### src/rtl/mips_pkg.sv
// Shared MIPS front-end definitions: fetch FSM states, main opcodes and the default reset vector.
package mips_pkg;

  typedef enum logic [1:0] {
    BOOT  = 2'd0,
    FETCH = 2'd1,
    HOLD  = 2'd2
  } fetch_state_t;

  localparam logic [5:0] OP_RTYPE = 6'b000000;
  localparam logic [5:0] OP_LW    = 6'b100011;
  localparam logic [5:0] OP_SW    = 6'b101011;
  localparam logic [5:0] OP_BEQ   = 6'b000100;

  localparam logic [31:0] DEFAULT_RESET_VECTOR = 32'h0000_0000;

  function automatic logic [31:0] align_word(input logic [31:0] addr);
    return {addr[31:2], 2'b00};
  endfunction

endpackage

### src/rtl/fetch_pc_next.sv
// Combinational next-PC select: sequential pc+4 (wrapping) or a word-aligned branch target.
module fetch_pc_next
  import mips_pkg::*;
(
  input  logic [31:0] i_pc,
  input  logic        i_branch_taken,
  input  logic [31:0] i_branch_target,
  output logic [31:0] o_pc_plus4,
  output logic [31:0] o_pc_next
);

  logic [31:0] w_target_aligned;

  assign o_pc_plus4       = i_pc + 32'd4;
  assign w_target_aligned = align_word(i_branch_target);
  assign o_pc_next        = i_branch_taken ? w_target_aligned : o_pc_plus4;

endmodule

### src/rtl/fetch_unit.sv
// Instruction fetch unit: BOOT/FETCH/HOLD handshake with instruction memory and downstream consumer.
// Optional stall counter output enabled by defining FETCH_STALL_CNT_EN.
module fetch_unit
  import mips_pkg::*;
#(
  parameter logic [31:0] RESET_VECTOR = DEFAULT_RESET_VECTOR
) (
  input  logic        clk,
  input  logic        rst_n,
  output logic        imem_req,
  output logic [31:0] imem_addr,
  input  logic        imem_ack,
  input  logic [31:0] imem_rdata,
  output logic [31:0] instr,
  output logic        instr_valid,
  output logic [5:0]  opcode,
  output logic [31:0] pc,
  output logic [31:0] pc_plus4,
  input  logic        consume,
  input  logic        branch_taken,
  input  logic [31:0] branch_target
`ifdef FETCH_STALL_CNT_EN
  ,
  output logic [31:0] stall_cnt
`endif
);

  fetch_state_t r_state;
  fetch_state_t w_next_state;
  logic [31:0]  r_pc;
  logic [31:0]  r_instr;
  logic         r_valid;
  logic [31:0]  w_pc_next;
  logic         w_in_fetch;
  logic         w_in_hold;

  assign w_in_fetch = (r_state == FETCH);
  assign w_in_hold  = (r_state == HOLD);

  fetch_pc_next u_pc_next (
    .i_pc            (r_pc),
    .i_branch_taken  (branch_taken),
    .i_branch_target (branch_target),
    .o_pc_plus4      (pc_plus4),
    .o_pc_next       (w_pc_next)
  );

  always_ff @(posedge clk or negedge rst_n) begin
    if (!rst_n) begin
      r_state <= BOOT;
    end else begin
      r_state <= w_next_state;
    end
  end

  always_comb begin
    w_next_state = r_state;
    case (r_state)
      BOOT:    w_next_state = FETCH;
      FETCH:   if (imem_ack) w_next_state = HOLD;
      HOLD:    if (consume) w_next_state = FETCH;
      default: w_next_state = BOOT;
    endcase
  end

  // Acks are only honoured in FETCH, so stray or late acks never disturb the held word.
  always_ff @(posedge clk or negedge rst_n) begin
    if (!rst_n) begin
      r_pc    <= RESET_VECTOR;
      r_instr <= 32'h0000_0000;
      r_valid <= 1'b0;
    end else if (w_in_fetch && imem_ack) begin
      r_instr <= imem_rdata;
      r_valid <= 1'b1;
    end else if (w_in_hold && r_valid && consume) begin
      r_pc    <= w_pc_next;
      r_valid <= 1'b0;
    end
  end

`ifdef FETCH_STALL_CNT_EN
  logic [31:0] r_stall_cnt;

  always_ff @(posedge clk or negedge rst_n) begin
    if (!rst_n) begin
      r_stall_cnt <= 32'h0000_0000;
    end else if (w_in_fetch && !imem_ack) begin
      r_stall_cnt <= r_stall_cnt + 32'd1;
    end
  end

  assign stall_cnt = r_stall_cnt;
`endif

  assign imem_req    = w_in_fetch;
  assign imem_addr   = r_pc;
  assign instr       = r_instr;
  assign instr_valid = r_valid;
  assign opcode      = r_instr[31:26];
  assign pc          = r_pc;

endmodule

### config.mk
export PLATFORM = sky130hd
export DESIGN_NAME = fetch_unit
export DESIGN_NICKNAME = d
export VERILOG_FILES = /design/src/rtl/mips_pkg.sv /design/src/rtl/fetch_pc_next.sv /design/src/rtl/fetch_unit.sv
export SDC_FILE = /design/constraint.sdc
export NUM_CORES = 1
export LEC_CHECK = 0
export ABC_CLOCK_PERIOD_IN_PS = 5300
export CORE_MARGIN = 5
export CORE_UTILIZATION = 43
export CTS_CLUSTER_DIAMETER = 40
export DETAILED_ROUTE_END_ITERATION = 7
export PLACE_DENSITY = 0.87
export SLEW_MARGIN = 20
export SYNTH_ARGS = -nofsm -noshare
export SYNTH_HDL_FRONTEND = slang
export SYNTH_SLANG_ARGS = --single-unit
### constraint.sdc
create_clock -name clk -period 5.3 [get_ports clk]
set_input_delay 1.06 -clock clk [delete_from_list [all_inputs] [get_ports clk]]
set_output_delay 1.06 -clock clk [all_outputs]
set_load 0.02 [all_outputs]
==> qor.yml <==
global_route:
  grt_max_degree: 52
  antenna_found_initial: 0
  grt_pass1_wl_um: 19500
  gr-total-overflow: 0
  grt_pass1_vias: 3805
  grtUsageTotal: 0.215
logic_synthesis:
  async_reset_ff_frac: 1.00
  synth_area_per_cell_um2: 9.71
  synthCells: 398
  synth_area_mm2: 0.00386
  synth_edf_count: 0
  synth-warning-count: 0
  synthDistinctLibCells: 48
  synthFlopType: "dfrtp_1"
  ys_seq_area_frac: 0.421
  ys_seq_elements: 65
drt:
  dr_total_vias: 3618
  via_per_inst: 5.46
  antenna_left: 0
  drt_wl_total_um: 12000
  wl_per_cell_um: 18.0
  first_pass_iters: 5
  drt_first_iter_violations: 149
  post-route-drc-count: 0
cells_and_area:
  fillers: 702
  most-common-layout-cells: "clkdlybuf4s50_1 (194), dfrtp_1 (65), mux2_2 (32)"
  mostFrequentLayoutCell: "clkdlybuf4s50_1"
  post-route-cell-area_mm2: 0.00579
  final_core_util: 0.664
  final_cells: 663
  nets: 620
  area_delta_synth_final_pct: 49.7
  drive_gt1_frac: 0.119
  antenna_cells: 0
place:
  dp_hpwl_um: 8840
  placed_cells: 647
  post_dp_cell_area_mm2: 0.00560
  gp_congestion: 0.828
  io_buffer_count: 196
  post-place-ws_ps: 1600
floorplan:
  die_y_um: 105
  dieArea_mm2: 0.0110
  die-width_um: 105
  start_util: 0.443
  rows: 34
  core_area_mm2: 0.00872
  io_pins: 205
worst_setup_path:
  slowest_stage: "nor4_4"
  worst-r2r-setup-slack_ps: 2860
  crit_arrival_ps: 3010
  rr_startpoint: "imem_addr[2]"
  critPathMaxFanout: 10
  cp_cell_sequence: "nand3_2, nor4_4, nor4b_2, xor2_1, clkdlybuf4s50_1"
  slowest_delay_ps: 650
  cp.required_ps: 4240
  reg2reg_depth: 6
  reg2reg_to: "imem_addr[26]"
  cp_num_buf_inv: 1
  critPathKind: "reg2out"
  critPathLaunchType: "flop"
  cp-end-kind: "output port"
  critPathTopFamily: "simple AND/OR/NAND/NOR gates"
clock_network:
  cts_hold_buf: 0
  path_clk_slew_ps: 80
  h-tree-depth: 3
  clk_latency_ps: 340
  ctsLongestPathBuffers: 2
  clockRootBuffer: "clkbuf_8"
  clock-sinks: 65
  cts_tree: "yes"
  ctsResizeCount: 0
  cts_setup_buffers: 0
  numCtsBuffers: 9
sta:
  tightest_slew_ps: 1130
  slew_headroom: 0.245
  setup_viol: 0
  clock_skew_ps: 12.2
  period_needed_ps: 4070
  drv_slew: 0
  fmax_mhz: 246
  finalSetupTns_ps: 0
  rsz0062_at_grt: "no"
  finalWorstSetupSlack_ps: 1230
  hold_viol: 0
  post-route-period-util: 0.768
worst_hold_path:
  worstHoldPathType: "reg2reg"
  hold_depth: 1
  hold_path_end: "instr[0]"
  hold_start: "instr[0]"
job:
  max_cap_violations: 0
pwr:
  leakagePower_uw: 0.00234
  vdd_drop_max_uv: 439
  power_per_cell_area_mw_per_mm2: 596
outcome:
  status: "finished, final reports clean"
[kinds of logic after synthesis]
family,Yosys count,share of synthesized area
AOI/OAI and AO/OA,71,0.110
xor gates and xnor gates,28,0.0634
adders and majority gates,1,0.00324
buffers and inverters,70,0.110
DFF,65,0.421
muxes,36,0.104
other,1,0.000970
and+or+nand+nor,126,0.188
[layer usage]
| metal | vias up | GRT usage | wire length (um) |
|---|---|---|---|
| li1 | 1670 | - | - |
| met1 | 1762 | 0.256 | 4580 |
| met2 | 167 | 0.367 | 6200 |
| met3 | 19 | 0.0629 | 902 |
| met4 | 0 | 0.0813 | 276 |
| met5 | - | 0 | 0 |
[stage by stage]
step | hold WS, ps | total power, uW
after global placement | 487 | 3000
after detailed placement | 497 | 3060
final | 508 | 3450
after global routing | 533 | 3630
after floorplan | 471 | 2140
after CTS | 514 | 3470
[layout make-up]
| cell class | instances | area (um2) | area share |
|---|---|---|---|
| flip-flops and latches | 65 | 1630 | 0.281 |
| inverters | 6 | 22.5 | 0.00389 |
| clock inverters | 6 | 50.0 | 0.00865 |
| well taps | 108 | 135 | 0.0234 |
| repair buffers | 200 | 1980 | 0.342 |
| clock buffers | 10 | 138 | 0.0238 |
| multi-input cells | 268 | 1830 | 0.317 |
[power breakdown]
group | switching [uW] | internal [uW]
clock | 213 | 187
sequential | 275 | 719
combinational | 1020 | 1030
[registers in the layout, indices dropped and copies added, names as in the netlist]
register,flops
r_state,2
instr,32
instr_valid,1
imem_addr,30
[cell usage after synthesis (2+ instances only)]
cell type | instances | area (um2)
buf_1 | 4 | 15.0
a2bb2oi_1 | 4 | 35.0
and2_1 | 3 | 18.8
o22a_1 | 3 | 26.3
xnor2_1 | 17 | 149
a31oi_1 | 4 | 25.0
nand3_2 | 5 | 50.1
and3_1 | 10 | 62.6
a21oi_1 | 19 | 95.1
nand2_1 | 24 | 90.1
nand4_1 | 5 | 31.3
mux2i_1 | 4 | 40.0
clkbuf_1 | 15 | 56.3
a22oi_1 | 5 | 37.5
o21a_1 | 3 | 22.5
o22ai_1 | 5 | 31.3
buf_2 | 3 | 15.0
nor3_1 | 10 | 50.1
and4_1 | 2 | 17.5
nor4_4 | 2 | 42.5
or4_1 | 5 | 37.5
mux2_2 | 32 | 360
nor4_1 | 4 | 25.0
nand4_2 | 2 | 25.0
nand3_1 | 25 | 125
inv_1 | 6 | 22.5
xor2_1 | 11 | 96.3
buf_4 | 42 | 315
dfrtp_1 | 65 | 1630
nor2_1 | 19 | 71.3
o21ai_0 | 23 | 115
[worst max-delay path by stage]
| stage | slack, ps | endpoint | cells past startpoint | start |
|---|---|---|---|---|
| finish | 1230 | pc_plus4[25] | 5 | imem_addr[4] |
| global route | 1040 | pc_plus4[23] | 6 | imem_addr[4] |
| CTS | 1210 | pc_plus4[25] | 5 | imem_addr[4] |
| detailed placement | 1600 | pc_plus4[25] | 5 | imem_addr[4] |
| global placement | 1600 | pc_plus4[25] | 5 | imem_addr[4] |
| floorplan | 2180 | pc_plus4[17] | 6 | imem_addr[4] |
[worst reg2reg max path, cell delays in order, from the launching register on]
cell,delay (ps)
dfrtp_1,500
ha_1,370
nand4_1,210
nor4_4,450
nand4_2,240
or4_1,510
nand3_1,100
Note: power is estimated with default switching activity, not from simulation.
